$ cat src/rtl/lfsr_pkg.sv
// lfsr_pkg: shared definitions for the LFSR generator.
//   MODE_FIB / MODE_GAL : feedback structure selectors
//   state_t             : run-control states
//   fib_taps / gal_taps : maximal-length tap masks for widths 3..16
//                         (bit i set = bit i participates)
package lfsr_pkg;

   localparam int MODE_FIB = 0;
   localparam int MODE_GAL = 1;

   typedef enum logic {
      IDLE = 1'b0,
      RUN  = 1'b1
   } state_t;

   // Fibonacci masks: taps of x^n + ... + 1 placed at bit (tap-1).
   function automatic logic [15:0] fib_taps(input int w);
      case (w)
         3:       return 16'h0006;
         4:       return 16'h000C;
         5:       return 16'h0014;
         6:       return 16'h0030;
         7:       return 16'h0060;
         8:       return 16'h00B8;
         9:       return 16'h0110;
         10:      return 16'h0240;
         11:      return 16'h0500;
         12:      return 16'h0829;
         13:      return 16'h100D;
         14:      return 16'h2015;
         15:      return 16'h6000;
         16:      return 16'hD008;
         default: return 16'h0000;
      endcase
   endfunction

   // Galois masks: polynomial coefficients below x^n (x^n implicit).
   function automatic logic [15:0] gal_taps(input int w);
      case (w)
         3:       return 16'h0005;
         4:       return 16'h0009;
         5:       return 16'h0009;
         6:       return 16'h0021;
         7:       return 16'h0041;
         8:       return 16'h0071;
         9:       return 16'h0021;
         10:      return 16'h0081;
         11:      return 16'h0201;
         12:      return 16'h0053;
         13:      return 16'h001B;
         14:      return 16'h002B;
         15:      return 16'h4001;
         16:      return 16'hA011;
         default: return 16'h0000;
      endcase
   endfunction

endpackage

$ cat src/rtl/lfsr_step.sv
// lfsr_step: combinational single-step LFSR next-state function.
//   cur : current register state
//   nxt : state after one shift (Fibonacci or Galois per MODE)
module lfsr_step
   import lfsr_pkg::*;
#(
   parameter int               WIDTH = 8,
   parameter logic [WIDTH-1:0] TAPS  = WIDTH'(8'hB8),
   parameter int               MODE  = MODE_FIB
) (
   input  logic [WIDTH-1:0] cur,
   output logic [WIDTH-1:0] nxt
);

   generate
      if (MODE == MODE_GAL) begin : g_gal
         assign nxt = {cur[WIDTH-2:0], 1'b0} ^ (cur[WIDTH-1] ? TAPS : '0);
      end else begin : g_fib
         assign nxt = {cur[WIDTH-2:0], ^(cur & TAPS)};
      end
   endgenerate

endmodule

$ cat src/rtl/lfsr_gen.sv
// lfsr_gen: parametrised LFSR pattern source with bounded run control.
//   clk, rst          : clock, async active-high reset
//   load, seed_in     : load runtime seed (zero seed -> SEED + lockup)
//   start, run_len    : begin a run of run_len shifts (IDLE only)
//   en, stop          : pause / abort while running
//   lfsr, count       : register state, shifts completed in current/last run
//   busy, done        : running flag, one-cycle completion pulse
//   lockup            : sticky all-zero detection / zero-seed rejection
//
// state | meaning
// IDLE  | register holds; waiting for start or load
// RUN   | shifting on each en cycle until count reaches the latched run length
module lfsr_gen
   import lfsr_pkg::*;
#(
   parameter int               WIDTH = 8,
   parameter logic [WIDTH-1:0] TAPS  = WIDTH'(8'hB8),
   parameter logic [WIDTH-1:0] SEED  = WIDTH'(8'h01),
   parameter int               MODE  = MODE_FIB,
   parameter int               CNT_W = 16
) (
   input  logic             clk,
   input  logic             rst,
   input  logic             load,
   input  logic [WIDTH-1:0] seed_in,
   input  logic             start,
   input  logic [CNT_W-1:0] run_len,
   input  logic             en,
   input  logic             stop,
   output logic [WIDTH-1:0] lfsr,
   output logic [CNT_W-1:0] count,
   output logic             busy,
   output logic             done,
   output logic             lockup
);

   state_t           state, state_n;
   logic [WIDTH-1:0] lfsr_n, step_nxt;
   logic [CNT_W-1:0] count_n, count_inc, len_q, len_n;
   logic             done_n, lockup_n;

   lfsr_step #(
      .WIDTH (WIDTH),
      .TAPS  (TAPS),
      .MODE  (MODE)
   ) u_step (
      .cur (lfsr),
      .nxt (step_nxt)
   );

   assign count_inc = count + CNT_W'(1);
   assign busy      = (state == RUN);

   always_ff @(posedge clk or posedge rst) begin
      if (rst) begin
         state  <= IDLE;
         lfsr   <= SEED;
         count  <= '0;
         len_q  <= '0;
         done   <= 1'b0;
         lockup <= 1'b0;
      end else begin
         state  <= state_n;
         lfsr   <= lfsr_n;
         count  <= count_n;
         len_q  <= len_n;
         done   <= done_n;
         lockup <= lockup_n;
      end
   end

   always_comb begin
      state_n  = state;
      lfsr_n   = lfsr;
      count_n  = count;
      len_n    = len_q;
      done_n   = 1'b0;
      lockup_n = lockup;

      if (load) begin
         state_n = IDLE;
         count_n = '0;
         if (seed_in == '0) begin
            lfsr_n   = SEED;
            lockup_n = 1'b1;
         end else begin
            lfsr_n   = seed_in;
            lockup_n = 1'b0;
         end
      end else begin
         case (state)
            IDLE: begin
               if (start) begin
                  count_n = '0;
                  if (run_len != '0) begin
                     state_n = RUN;
                     len_n   = run_len;
                  end else begin
                     // zero-length run completes immediately
                     done_n = 1'b1;
                  end
               end
            end
            RUN: begin
               if (stop) begin
                  state_n = IDLE;
               end else if (en) begin
                  count_n = count_inc;
                  // all-zero is a dead state; only a bad TAPS mask reaches it
                  if (lfsr == '0) begin
                     lfsr_n   = SEED;
                     lockup_n = 1'b1;
                  end else begin
                     lfsr_n = step_nxt;
                  end
                  if (count_inc == len_q) begin
                     state_n = IDLE;
                     done_n  = 1'b1;
                  end
               end
            end
            default: state_n = IDLE;
         endcase
      end
   end

endmodule

$ cat config.mk
export PLATFORM = sky130hd
export DESIGN_NAME = lfsr_gen
export DESIGN_NICKNAME = d
export VERILOG_FILES = /design/src/rtl/lfsr_pkg.sv /design/src/rtl/lfsr_step.sv /design/src/rtl/lfsr_gen.sv
export SDC_FILE = /design/constraint.sdc
export NUM_CORES = 1
export LEC_CHECK = 0
export ABC_AREA = 0
export CORE_ASPECT_RATIO = 0.6
export CORE_MARGIN = 3
export CORE_UTILIZATION = 54
export DETAILED_ROUTE_END_ITERATION = 7
export GPL_TIMING_DRIVEN = 0
export MAX_ROUTING_LAYER = met4
export PLACE_DENSITY = 0.85
export SYNTH_ARGS = -nofsm -noshare
export SYNTH_HDL_FRONTEND = slang
export SYNTH_SLANG_ARGS = --single-unit
$ cat constraint.sdc
create_clock -name clk -period 3.6 [get_ports clk]
set_input_delay 0.36 -clock clk [delete_from_list [all_inputs] [get_ports clk]]
set_output_delay 0.36 -clock clk [all_outputs]
set_load 0.03 [all_outputs]
After elaboration in Yosys (flattened, before gate mapping):

Index checks and enable logic that the tools add are counted.
Widths: inputs -> output; s select.

* output and inout port bits: 27
* bits in registers: 43
* word-level logic and storage cells: 56

* multiplexer cells: 31
* reductions and logical operators: 11
* $add $sub $neg: 1
* equal/unequal tests: 5
* bitwise logic cells: 2

Operator list (number)
* $mux 16: 4
* $mux 8: 6
* $pmux 16 s2: 1
* $mux 1: 18
* $add 16x1->16 const B: 1
* $eq 16x16->1: 1
* $logic_not 8->1: 2
* $reduce_bool 16->1: 1
* $ne 3x3->1 const B: 3
* $reduce_and 4->1: 2
* $reduce_xor 8->1: 1
* $reduce_and 3->1: 2
* $reduce_bool 2->1: 3
* $pmux 1 s2: 2
* $ne 2x2->1 const B: 1
* $not 1->1: 2

Logic depth before layout (Yosys ltp):

* depth after elaboration: 7
* depth in mapped cells: 7
* depth with buffers taken out: 7

Cells and area by module:

A second synthesis with hierarchy kept.

* cells, all modules: 268
* area, all modules: 2591.2 sq um

By module, submodules not included
* lfsr_gen: instances 1, seq. area each 1077.3 sq um, cells each 258, area an instance 2512.4 sq um
* lfsr_step: instances 1, seq. area each 0.0 sq um, cells each 10, area an instance 78.8 sq um

Least setup slack after synthesis:

No wires, ideal clock.

* kind: flip-flop to flip-flop
* start: register count[0]
* end: register done
* setup time: 0.066 ns
* buffers on the path: 0
* arrival time: 2.034 ns
* clock period less this slack: 2.100 ns
* data required time: 3.534 ns
* cell stages (with the launch flop): 8
* setup slack: 1.500 ns
* cell sequence: dfrtp_1 > ha_1 > nand3_1 > and2_1 > or4_1 > nand3_1 > and4_1 > a31o_1

* cells in the longest elaborated chain, start to end: 7

Ends and longest elaborated chain
* start, declared: line lfsr_gen.sv:31 `output logic [CNT_W-1:0] count,`
* start signal, assigned: line lfsr_gen.sv:65 `count <= count_n;`
* $add 16x1->16: line lfsr_gen.sv:51 `assign count_inc = count + CNT_W'(1);`
* $eq 16x16->1: line lfsr_gen.sv:116 `if (count_inc == len_q) begin`
* $mux 1: line lfsr_gen.sv:116
* $mux 1: line lfsr_gen.sv:107 `end else if (en) begin`
* $mux 1: line lfsr_gen.sv:105 `if (stop) begin`
* $pmux 1 s2: line lfsr_gen.sv:91 `case (state)`
* $mux 1: line lfsr_gen.sv:80 `if (load) begin`
* net done_n: line lfsr_gen.sv:40 `logic done_n, lockup_n;`
* end signal, assigned: line lfsr_gen.sv:67 `done <= done_n;`
* end, declared: line lfsr_gen.sv:33 `output logic done,`

The timed path passes the listed nets, and every way through them passes these cells.
A chain may end at the register's enable or synchronous reset.

Final worst setup path:

* start: input en
* end: register count[6]

* cells in the longest elaborated chain, start to end: 2

Ends and longest elaborated chain
* start, declared: line lfsr_gen.sv:28 `input logic en,`
* $ne 3x3->1 (no source line)
* $reduce_and 3->1 (no source line)

Every way passes these cells.

==> impl_metrics.yaml <==
outcome:
  status: "finished clean"
cts:
  htreeDepth: 2
  hold_buffers: 0
  root_buffer: "clkbuf_8"
  cts_num_sinks: 43
  ctsResizeCount: 0
  clk_pin_slew_worst_paths_ps: 80
  cts_post_setup_buffers_inserted: 0
  cts_buffers: 5
  cts_tree: "built"
  clk_latency_ps: 300
  clockBufferDepth: 2
floorplanning:
  initial_core_util: 0.584
  rows: 18
  die_w_um: 93.6
  die_area_mm2: 0.00548
  ioPinCount: 57
  die_y_um: 58.5
  core-area_mm2: 0.00426
global_route:
  grt-ovfl-total: 0
  grt_max_degree: 44
  grt_pass1_vias: 2101
  grt.total_usage: 0.267
  grt_pass1_wl_um: 10700
  antenna_found_initial: 0
synthesis:
  post_synth_num_cell_types: 44
  yosysTopAreaCellShare: 0.423
  synth-main-ff-cell: "dfrtp_1"
  syn_area_per_cell_um2: 9.94
  synth_area_leader_cell: "dfrtp_1"
  netlist_instances: 250
  synth_seq_area_share: 0.434
  synth_edf_count: 0
  synth_area_leaders: "dfrtp_1 42%, xnor2_1 7.4%, mux2_2 7.3%"
  synth_seq_cells: 43
  synthArstFlopShare: 1.00
  syn_nets: 282
  netlist_area_mm2: 0.00248
  yosys_warnings: 0
pwr:
  ir_worst_vdd_v: 0.000365
  power_density_mw_per_mm2: 392
  p_leak_uw: 0.00132
  finalPower_uw: 1260
setup_path:
  reg2reg_from: "busy"
  cp_cell_sequence: "clkdlybuf4s50_1 > a31oi_1 > and2_0 > clkbuf_1 > clkbuf_1 > o21ai_0 > o41ai_1"
  cp_max_fo: 10
  cp.required_ps: 3790
  worstSetupStartpointType: "primary input"
  worst_path_most_repeated_cell: "clkbuf_1"
  path_class: "primary input to register"
  startpoint: "en"
  cp_slowest_cell: "a31oi_1"
  cpPeakStageDelay_ps: 650
  arrival_ps: 2690
  end_kind: "register"
finish:
  num_antenna_cells: 0
  final_common_cell: "clkdlybuf4s50_1"
  utilization: 0.758
  most-common-layout-cells: "56 x clkdlybuf4s50_1, 42 x dfrtp_1, 26 x o21ai_0"
  drive_gt1_frac: 0.115
  area_delta_synth_final_pct: 29.9
  final_nets: 345
placed_design:
  port_buffers: 56
  place.gp.congestion: 0.936
  place.detailed.hpwl_um: 5020
sta:
  rsz0062_at_grt: "false"
  period_share: 0.696
  worst_slew_pin_slew_ps: 855
  tns_ps: 0
  slew_headroom: 0.430
  slew_viol_final: 0
  max_freq_mhz: 399
  finalSetupViolCount: 0
  finClkSkew_ps: 3.93
  hold_viol_final: 0
  period_needed_ps: 2500
flow_run:
  cap_violations: 0
min_path:
  min-delay-start: "lockup"
  worstHoldPathType: "register to register"
detailed_routing:
  dr_total_vias: 2191
  via_per_inst: 5.86
  drt-initial-drc-count: 174
  ant_nets: 0
  drc: 0
  wirelength_um: 6370
  routedWlPerCell_um: 17.0
  first_pass_iters: 5
-- cells in the mapped netlist (all sizes together) (7+ instances only) --
library cell,number
a21oi,9
dfrtp,42
inv,8
mux2,16
nand2,23
nand3,7
nor2,11
o21ai,27
o31ai,9
xnor2,21
xor2,7
-- final cells by class --
type | instances | area, um^2
flip-flops and latches | 43 | 1080
multi-input cells | 187 | 1310
clock inverters | 1 | 30.0
plain buffers | 12 | 67.6
well taps | 60 | 75.1
repair buffers | 56 | 561
clock buffers | 7 | 76.3
fillers | 307 | 1030
inverters | 8 | 30.0
-- routing by layer --
layer	vias up	track usage	share of wire
met1	1040	0.391	0.49
met4	0	0.0617	0.012
li1	1033	-	-
met5	-	-	0
met3	13	0.0805	0.097
met2	105	0.364	0.40
-- power breakdown --
group / internal (uW) / switching [uW]
Sequential: 537 / 59.8
Clock: 208 / 161
Combinational: 152 / 145
-- path summary, 6_finish.rpt --
path	cells past startpoint	end	slack, ps
worst max-delay path	7	count[6]	1100
worst min-delay path	1	lockup	510
worst max register to register	6	count[6]	1310
worst min register to register	1	lockup	510
max in group asynchronous	2	count[7]	2500
min in group asynchronous	2	done	550
-- cells by family after synthesis --
group,after synthesis,share of synthesized area
DFF,43,0.434
adders and majority gates,2,0.0101
and+or+nand+nor,78,0.183
muxes,22,0.0967
xor gates and xnor gates,28,0.0987
AOI/OAI and AO/OA,57,0.138
buffers and inverters,20,0.0393
-- registers in the layout, summed over array words and instances, names as in the netlist --
| name | cells |
|---|---|
| lockup | 1 |
| len_q | 16 |
| done | 1 |
| count | 16 |
| busy | 1 |
| lfsr | 8 |
-- per-stage QoR --
| step | instances | worst slack, ps | instance area, um^2 | hold WS, ps |
|---|---|---|---|---|
| CTS | 374 | 1150 | 3230 | 512 |
| detailed placement | 366 | 829 | 3120 | 494 |
| floorplan | 250 | 1500 | 2480 | 500 |
| global route | 374 | 916 | 3230 | 548 |
| global placement | 366 | 855 | 3120 | 478 |
| finish | 374 | 1100 | 3230 | 505 |
-- critical path, delay by kind of cell --
family | cells | cell delay, ps
and+or+nand+nor | 1 | 210
buffers and inverters | 3 | 1220
AOI/OAI and AO/OA | 3 | 900
(Power assumes the default switching activity.)
